File: config.mk
export PLATFORM = sky130hd
export DESIGN_NAME = instr_fetch
export DESIGN_NICKNAME = d
export VERILOG_FILES = /design/src/rtl/instr_fetch_pkg.sv /design/src/rtl/instr_fetch_fifo.sv /design/src/rtl/instr_fetch.sv
export SDC_FILE = /design/constraint.sdc
export NUM_CORES = 1
export LEC_CHECK = 0
export CORE_MARGIN = 5
export CORE_UTILIZATION = 45
export DETAILED_ROUTE_END_ITERATION = 12
export GPL_TIMING_DRIVEN = 0
export PLACE_DENSITY_LB_ADDON = 0.1
export SLEW_MARGIN = 20
export SYNTH_ARGS = -nofsm -noshare
export SYNTH_HDL_FRONTEND = slang
export SYNTH_SLANG_ARGS = --single-unit
File: constraint.sdc
create_clock -name clk -period 9.6 [get_ports clk]
set_input_delay 1.92 -clock clk [delete_from_list [all_inputs] [get_ports clk]]
set_output_delay 1.92 -clock clk [all_outputs]
set_load 0.005 [all_outputs]
File: src/rtl/instr_fetch_pkg.sv
// Shared types for the instruction fetch stage.
// FETCH_MISALIGN_CHECK_EN adds a misalign tag to every buffered entry.
package instr_fetch_pkg;

    typedef enum logic {F_REQ = 1'b0, F_WAIT = 1'b1} fetch_state_t;

    localparam logic [31:0] NOP_INSTR = 32'h0000_0013;

    typedef struct packed {
        logic [31:0] pc;
        logic [31:0] instr;
`ifdef FETCH_MISALIGN_CHECK_EN
        logic        misalign;
`endif
    } fetch_entry_t;

endpackage

File: src/rtl/instr_fetch_fifo.sv
// Synchronous {pc, instr} buffer between the memory response and decode.
// Flush empties the buffer in one edge and overrides push/pop.
module instr_fetch_fifo
    import instr_fetch_pkg::*;
#(
    parameter  int DEPTH = 2,
    localparam int AW    = (DEPTH > 1) ? $clog2(DEPTH) : 1,
    localparam int CW    = $clog2(DEPTH) + 1
) (
    input  logic          clk,
    input  logic          rst_n,
    input  logic          flush,
    input  logic          push,
    input  logic          pop,
    input  fetch_entry_t  din,
    output fetch_entry_t  head,
    output logic [CW-1:0] count,
    output logic          empty,
    output logic          full
);

    fetch_entry_t  mem [DEPTH];
    logic [AW-1:0] wr_ptr;
    logic [AW-1:0] rd_ptr;
    logic          do_push;
    logic          do_pop;

    assign empty   = (count == '0);
    assign full    = (count == CW'(DEPTH));
    assign do_pop  = pop && !empty;
    // A full buffer still accepts a push when the head leaves in the same edge.
    assign do_push = push && (!full || do_pop);
    assign head    = mem[rd_ptr];

    always_ff @(posedge clk or negedge rst_n) begin
        if (!rst_n) begin
            wr_ptr <= '0;
            rd_ptr <= '0;
            count  <= '0;
        end else if (flush) begin
            wr_ptr <= '0;
            rd_ptr <= '0;
            count  <= '0;
        end else begin
            if (do_push) wr_ptr <= wr_ptr + AW'(1);
            if (do_pop)  rd_ptr <= rd_ptr + AW'(1);
            count <= count + CW'(do_push) - CW'(do_pop);
        end
    end

    always_ff @(posedge clk) begin
        if (do_push && !flush) mem[wr_ptr] <= din;
    end

endmodule

File: src/rtl/instr_fetch.sv
// Fetch stage: owns the PC, keeps one imem request in flight, buffers words for decode.
// Optional FETCH_MISALIGN_CHECK_EN adds out_misalign for the first word after a misaligned redirect.
module instr_fetch
    import instr_fetch_pkg::*;
#(
    parameter logic [31:0] RESET_PC   = 32'h0000_0000,
    parameter int          FIFO_DEPTH = 2
) (
    input  logic        clk,
    input  logic        rst_n,
    output logic        imem_req,
    output logic [31:0] imem_addr,
    input  logic        imem_gnt,
    input  logic        imem_rvalid,
    input  logic [31:0] imem_rdata,
    input  logic        redirect_valid,
    input  logic [31:0] redirect_pc,
    output logic        out_valid,
    input  logic        out_ready,
    output logic [31:0] out_instr,
    output logic [31:0] out_pc,
`ifdef FETCH_MISALIGN_CHECK_EN
    output logic        out_misalign,
`endif
    output logic [31:0] out_pc_plus4
);

    localparam int CW = $clog2(FIFO_DEPTH) + 1;

    fetch_state_t  state;
    fetch_state_t  state_nxt;
    logic [31:0]   pc;
    logic [31:0]   req_pc;
    logic          discard;
    logic          started;
    logic          push;
    logic          pop;
    logic          fifo_empty;
    logic          fifo_full;
    logic [CW-1:0] fifo_count;
    fetch_entry_t  din;
    fetch_entry_t  head;

    always_ff @(posedge clk or negedge rst_n) begin
        if (!rst_n) state <= F_REQ;
        else        state <= state_nxt;
    end

    always_comb begin
        state_nxt = state;
        case (state)
            F_REQ:   if (imem_req && imem_gnt) state_nxt = F_WAIT;
            F_WAIT:  if (imem_rvalid)          state_nxt = F_REQ;
            default: state_nxt = F_REQ;
        endcase
    end

    // Issuing only with a free slot reserves room for the one outstanding response.
    always_comb begin
        imem_req = 1'b0;
        push     = 1'b0;
        case (state)
            F_REQ:   imem_req = started && (fifo_count < CW'(FIFO_DEPTH)) && !redirect_valid;
            F_WAIT:  push     = imem_rvalid && !discard && !redirect_valid && (!fifo_full || pop);
            default: ;
        endcase
    end

    assign imem_addr = {pc[31:2], 2'b00};
    assign pop       = !fifo_empty && out_ready && !redirect_valid;

    always_ff @(posedge clk or negedge rst_n) begin
        if (!rst_n) begin
            pc      <= RESET_PC;
            discard <= 1'b0;
            started <= 1'b0;
        end else begin
            started <= 1'b1;
            if (redirect_valid)            pc <= {redirect_pc[31:2], 2'b00};
            else if (imem_req && imem_gnt) pc <= pc + 32'd4;
            // A response already arriving with the redirect is dropped directly, not via discard.
            if (state == F_WAIT && imem_rvalid)         discard <= 1'b0;
            else if (state == F_WAIT && redirect_valid) discard <= 1'b1;
        end
    end

    always_ff @(posedge clk) begin
        if (imem_req && imem_gnt) req_pc <= pc;
    end

`ifdef FETCH_MISALIGN_CHECK_EN
    logic mis_pend;
    logic req_mis;

    // The tag follows the first request granted after a misaligned redirect.
    always_ff @(posedge clk or negedge rst_n) begin
        if (!rst_n) begin
            mis_pend <= 1'b0;
            req_mis  <= 1'b0;
        end else begin
            if (redirect_valid)            mis_pend <= |redirect_pc[1:0];
            else if (imem_req && imem_gnt) mis_pend <= 1'b0;
            if (imem_req && imem_gnt)      req_mis  <= mis_pend;
        end
    end

    assign out_misalign = !fifo_empty && head.misalign;
`else
    logic unused_redirect_low;
    assign unused_redirect_low = ^redirect_pc[1:0];
`endif

    always_comb begin
        din       = '0;
        din.pc    = req_pc;
        din.instr = imem_rdata;
`ifdef FETCH_MISALIGN_CHECK_EN
        din.misalign = req_mis;
`endif
    end

    instr_fetch_fifo #(.DEPTH(FIFO_DEPTH)) u_fetch_fifo (
        .clk   (clk),
        .rst_n (rst_n),
        .flush (redirect_valid),
        .push  (push),
        .pop   (pop),
        .din   (din),
        .head  (head),
        .count (fifo_count),
        .empty (fifo_empty),
        .full  (fifo_full)
    );

    assign out_valid    = !fifo_empty;
    assign out_instr    = fifo_empty ? NOP_INSTR : head.instr;
    assign out_pc       = fifo_empty ? pc : head.pc;
    assign out_pc_plus4 = out_pc + 32'd4;

endmodule
Yosys cells after proc, flatten, opt, wreduce, memory -nomap -nowiden

Memory sizes are Yosys's and may differ from the RTL's.
Cells that the tools add are included.

Flip-flop bits (word level): 71
Latch bits: 0
Memory bits (writable): 128
ROM bits: 0
Bits of input ports: 70
Output and inout port bits: 130
Memories kept: 1

Add/subtract/negate cells: 6
Multiply operators: 0
Div/mod/pow operators: 0
$lt $le $gt $ge: 1
Equal/unequal tests: 1
Shifts and indexed selects: 0
Muxes and demuxes: 18
Bitwise logic cells: 1
Reduce and logical (&&, ||, !) cells: 24

Memories:

| memory           | depth | width | rd ports | clocked after memory_dff | wr ports | RTL line               | text |
|---|---|---|---|---|---|---|---|
| u_fetch_fifo.mem | 2     | 64    | 1        | 0                        | 1        | instr_fetch_fifo.sv:22 | `fetch_entry_t mem [DEPTH];` |

Operators with widths:

| kind                    | number |
|---|---|
| $mux W32                | 4 |
| $add A32 B3 Y32 const B | 2 |
| $logic_and A1 B1 Y1     | 13 |
| $mux W1                 | 12 |
| $reduce_bool A2 Y1      | 4 |
| $logic_not A1 Y1        | 4 |
| $add A1 B1 Y1 const B   | 2 |
| $add A2 B1 Y2           | 1 |
| $eq A2 B2 Y1 const B    | 1 |
| $logic_not A2 Y1        | 1 |
| $logic_or A1 B1 Y1      | 2 |
| $lt A2 B2 Y1 const B    | 1 |
| $mux W2                 | 1 |
| $pmux W1 S2             | 1 |
| $sub A2 B1 Y2           | 1 |
| $not A1 Y1              | 1 |

Logic depth before layout (Yosys ltp)

Gate-level depths: netlist of run 1.

Depth in word-level cells: 11
Depth in mapped cells: 13
Gate-level depth less buffers: 11

By module

Synthesis of run 1 repeated with hierarchy kept, for this count alone.

Cell total of the unflattened synthesis: 690
Area total of the unflattened synthesis: 9246.4 µm²

Modules (own cells, without submodules):

| module           | times used | cells each | area an instance (µm²) | seq. area each (µm²) |
|---|---|---|---|---|
| instr_fetch_fifo | 1          | 228        | 4902.2                 | 3943.8 |
| instr_fetch      | 1          | 462        | 4344.2                 | 1726.7 |

Worst setup path after synthesis of run 1

OpenSTA, ideal clock, no wires.

Path type: input to register
Start: in redirect_valid
End: mem u_fetch_fifo.mem[0][0] (netlist name), enable pin
Library setup time: 0.490 ns
Data arrival time: 5.657 ns
Slack: 3.454 ns
Cell stages on the path: 3
Cell sequence: clkbuf_1 a2111oi_0 nor2b_1

Word-level cells in the longest chain between the ends: 9

RTL lines:

| item                            | RTL line                                                     | text |
|---|---|---|
| from (decl)                     | instr_fetch.sv:16                                            | `input logic redirect_valid,` |
| $logic_not A1 Y1 *              | instr_fetch_fifo.sv:52, instr_fetch.sv:64, instr_fetch.sv:70 |  |
| $logic_and A1 B1 Y1             | instr_fetch.sv:70                                            | `assign pop = !fifo_empty && out_ready && !redirect_valid;` |
| $logic_or A1 B1 Y1              | instr_fetch.sv:64                                            | `F_WAIT: push = imem_rvalid && !discard && !redirect_valid && (!fifo_full \|\| pop);` |
| $logic_and A1 B1 Y1             | instr_fetch.sv:64                                            |  |
| $mux W1                         | instr_fetch.sv:62                                            | `case (state)` |
| $logic_and A1 B1 Y1             | instr_fetch_fifo.sv:32                                       | `assign do_push = push && (!full \|\| do_pop);` |
| $logic_and A1 B1 Y1 *           | instr_fetch_fifo.sv:52                                       | `if (do_push && !flush) mem[wr_ptr] <= din;` |
| $mux W1 *                       | instr_fetch_fifo.sv:52                                       |  |
| $mux W1 (not written as such) * | instr_fetch_fifo.sv:52                                       |  |
| to (decl)                       | instr_fetch_fifo.sv:22                                       |  |

Every way passes the cells marked *; elsewhere a longest branch is shown, timed or not.

Worst setup path after layout of run 1

Start: reg u_fetch_fifo.count[1]
End: out out_pc_plus4[30]

Word-level cells in the longest chain between the ends: 3

RTL lines:

| item                   | RTL line               | text |
|---|---|---|
| from (decl)            | instr_fetch_fifo.sv:17 | `output logic [CW-1:0] count,` |
| from (signal assigned) | instr_fetch_fifo.sv:47 | `count <= count + CW'(do_push) - CW'(do_pop);` |
| $logic_not A2 Y1       | instr_fetch_fifo.sv:28 | `assign empty = (count == '0);` |
| $mux W32               | instr_fetch.sv:137     | `assign out_pc = fifo_empty ? pc : head.pc;` |
| $add A32 B3 Y32        | instr_fetch.sv:138     | `assign out_pc_plus4 = out_pc + 32'd4;` |
| to (decl)              | instr_fetch.sv:25      | `output logic [31:0] out_pc_plus4` |

No other way between the ends.

==> flow_metrics.env, run 1 <==
export IMPL_antenna_found_initial=0
export IMPL_hold_end="u_fetch_fifo.mem[1][50]"
export IMPL_ys_ff_latch=191
export IMPL_first_pass_iters=7
export IMPL_skew_ns=0.0102
export IMPL_stdcell_count=1172
export IMPL_rsz0062_at_grt="false"
export IMPL_coreArea_um2=19300
export IMPL_pre_cts_slack_ns=4.35
export IMPL_drc=0
export IMPL_grt_pass1_wl_mm=35.7
export IMPL_drive_above_1_share=0.107
export IMPL_port_buffers=190
export IMPL_outcome="finished clean"
export IMPL_routed_wl_mm=23.1
export IMPL_grt_max_degree=40
export IMPL_crit_path_start="u_fetch_fifo.count[1]"
export IMPL_globalplace_congestion=0.862
export IMPL_cts_tree="done"
export IMPL_cts_buffers=17
export IMPL_cts_max_path_buffers=2
export IMPL_syn_inst=675
export IMPL_grt_ovfl_total=0
export IMPL_rows=51
export IMPL_fin_crit_sh=0.591
export IMPL_slew_violations=0
export IMPL_cts_sinks=191
export IMPL_leakagePower_uw=0.00405
export IMPL_cts_hold_buf=0
export IMPL_grt_pass1_vias=6472
export IMPL_mostFrequentLayoutCell="clkdlybuf4s50_1"
export IMPL_die_w_um=150
export IMPL_synth_area_um2=8760
export IMPL_clk_pin_slew_ns=0.07
export IMPL_synth_edf_count=154
export IMPL_hold_violations=0
export IMPL_period_needed_ns=5.67
export IMPL_ys_async_sr_fraction=0.194
export IMPL_fin_area_um2=11700
export IMPL_postRouteAntennaNets=0
export IMPL_tightest_slew_ns=0.980
export IMPL_area_delta_synth_final_pct=33.7
export IMPL_p_per_area_nw_per_um2=173
export IMPL_grtUsageTotal=0.209
export IMPL_crit_path_start_kind="flip-flop"
export IMPL_drtIter0Drc=470
export IMPL_timing_rr_end="pc[16]"
export IMPL_diodes=0
export IMPL_min_path_cells=0
export IMPL_maxSlewHeadroom=0.347
export IMPL_start_util=0.453
export IMPL_tns_ns=0
export IMPL_die_area_um2=22400
export IMPL_yosysUniqueCellTypes=58
export IMPL_fill_cells=1543
export IMPL_hold_path_class="reg -> reg"
export IMPL_rr_startpoint="u_fetch_fifo.count[1]"
export IMPL_die_h_um=150
export IMPL_timing_final_ws_setup_ns=3.93
export IMPL_avgViaCountPerCell=5.41
export IMPL_crit_type="reg -> out"
export IMPL_seq_area_frac_synth=0.634
export IMPL_reg2reg_slack_ns=6.57
export IMPL_cts_root_buf="clkbuf_16"
export IMPL_synth_warnings=0
export IMPL_drv_cap=0
export IMPL_hold_start="req_pc[18]"
export IMPL_critPathArrivalTime_ns=3.75
export IMPL_post_cts_buffers=0
export IMPL_ys_flop_type="edfxtp_1"
export IMPL_ioPinCount=200
export IMPL_place_hpwl_mm=16.6
export IMPL_p_total_uw=2030
export IMPL_place_area_um2=11100
export IMPL_dp_cells=1140
export IMPL_wl_per_cell_um=19.7
export IMPL_cts_repair_resized=0
export IMPL_fmax_ghz=0.176
export IMPL_ir_drop_v=0.000119
export IMPL_crit_fanout=10
export IMPL_clkLatencyLatePin_ns=0.43
export IMPL_avgSynthCellArea_um2=13.0
export IMPL_num_vias=6345
export IMPL_setup_viol_count_final=0
export IMPL_reg2reg_depth=9
export IMPL_h_tree_depth=4
export IMPL_cp_end_kind="output pin"
export IMPL_final_cell_mix="clkdlybuf4s50_1, edfxtp_1, nand2_1"
export IMPL_worstPathRequired_ns=7.68
export IMPL_nNetsFinal=968
metrics by stage:
stage               hold WS, ns  utilization
detailed placement        0.429        0.576
global route              0.454        0.606
floorplan                 0.421            -
CTS                       0.444        0.606
global placement          0.422        0.570
finish                    0.445        0.606
worst max-delay path by stage:
stage	endpoint	slack (ns)	cells past startpoint
after floorplan	u_fetch_fifo.mem[0][0]	3.45	3
after global placement	u_fetch_fifo.mem[0][14]	1.07	4
after detailed placement	out_pc_plus4[30]	4.35	14
after CTS	out_pc_plus4[30]	3.87	14
after global routing	out_pc_plus4[28]	3.68	13
final	out_pc_plus4[30]	3.93	14
where the power goes:
part	total (µW)	switching [µW]	internal, µW
Combinational	382	175	207
Sequential	959	34.5	924
Clock	685	319	367
cell type report:
type                            instances  area, µm²  share of cell area
Buffer                                 39        236              0.0202
Clock inverter                         14        141              0.0121
Clock buffer                           18        429              0.0366
Inverter                               31        119              0.0101
Timing Repair Buffer                  195       2020               0.172
Multi-Input combinational cell        419       2890               0.246
Tap cell                              265        332              0.0283
Sequential cell                       191       5550               0.474
synth_stat cells, types with 3 or more instances:
cell / instances / share of area
nor4_2: 6 / 0.0086
o21ai_0: 30 / 0.017
a221o_1: 7 / 0.0080
and3_1: 5 / 0.0036
nor4_1: 5 / 0.0036
xor2_1: 10 / 0.010
nand4_1: 7 / 0.0050
nor2_1: 50 / 0.021
nor3_1: 27 / 0.015
nand2_1: 63 / 0.027
a21o_1: 7 / 0.0060
buf_2: 5 / 0.0029
xnor2_1: 22 / 0.022
clkbuf_1: 14 / 0.0060
buf_4: 10 / 0.0086
ha_1: 4 / 0.0057
nand3_1: 18 / 0.010
a21oi_2: 3 / 0.0030
o311ai_0: 10 / 0.010
edfxtp_1: 154 / 0.53
inv_1: 29 / 0.012
a31oi_1: 4 / 0.0029
buf_6: 4 / 0.0051
buf_1: 5 / 0.0021
mux2i_1: 62 / 0.071
and4_1: 5 / 0.0050
dfrtp_1: 37 / 0.11
nor2b_1: 5 / 0.0036
nor4_4: 3 / 0.0073
mux2_2: 11 / 0.014
and2_1: 4 / 0.0029
a21oi_1: 17 / 0.0097
worst max-delay path, cell delays in order, from the launching register on:
cell	delay, ns
dfrtp_1	0.37
buf_4	0.19
nor2_4	0.12
inv_4	0.07
buf_6	0.16
mux2i_1	0.20
inv_1	0.12
ha_1	0.20
o31a_1	0.14
o21ai_0	0.16
nor4_4	0.31
nand3_4	0.24
nor4_2	0.30
xor2_1	0.21
clkdlybuf4s50_1	0.53
cells by family (layout without fill, tap and decap cells):
kind of cell,count (synthesis),after routing,synth area share
and+or+nand+nor,211,211,0.130
DFF,191,191,0.634
AOI/OAI and AO/OA,89,89,0.0678
muxes,76,76,0.0900
buffers and inverters,70,297,0.0406
xor gates and xnor gates,32,32,0.0320
adders and majority gates,4,4,0.00571
other,2,7,0.000857
layer usage:
metal,track usage,part of all wire,vias up
li1,-,-,2927
met5,0,0,-
met2,0.345,0.49,298
met3,0.0409,0.075,53
met4,0.0787,0.025,0
met1,0.276,0.41,3067
registers in the layout, summed over array words and instances, names as in the netlist:
register,cells
discard,1
pc,30
req_pc,30
started,1
state,1
u_fetch_fifo.count,2
u_fetch_fifo.mem,124
u_fetch_fifo.rd_ptr,1
u_fetch_fifo.wr_ptr,1
(Power assumes the default switching activity.)
==> run 2: changes to the inputs <==
clock period = 5.9 ns   (was 9.6 ns; I/O delays follow)
==> results of run 2 <==
Same layout as run 1 (identical final DEF). Status: finished clean.
Among the figures that moved: setup slack after placement 4.35 ns -> 1.39 ns; setup slack after layout 3.93 ns -> 0.966 ns; register-to-register setup slack 6.57 ns -> 2.87 ns; total power 2030 µW -> 3300 µW; worst IR drop on VDD 0.000119 V -> 0.000193 V
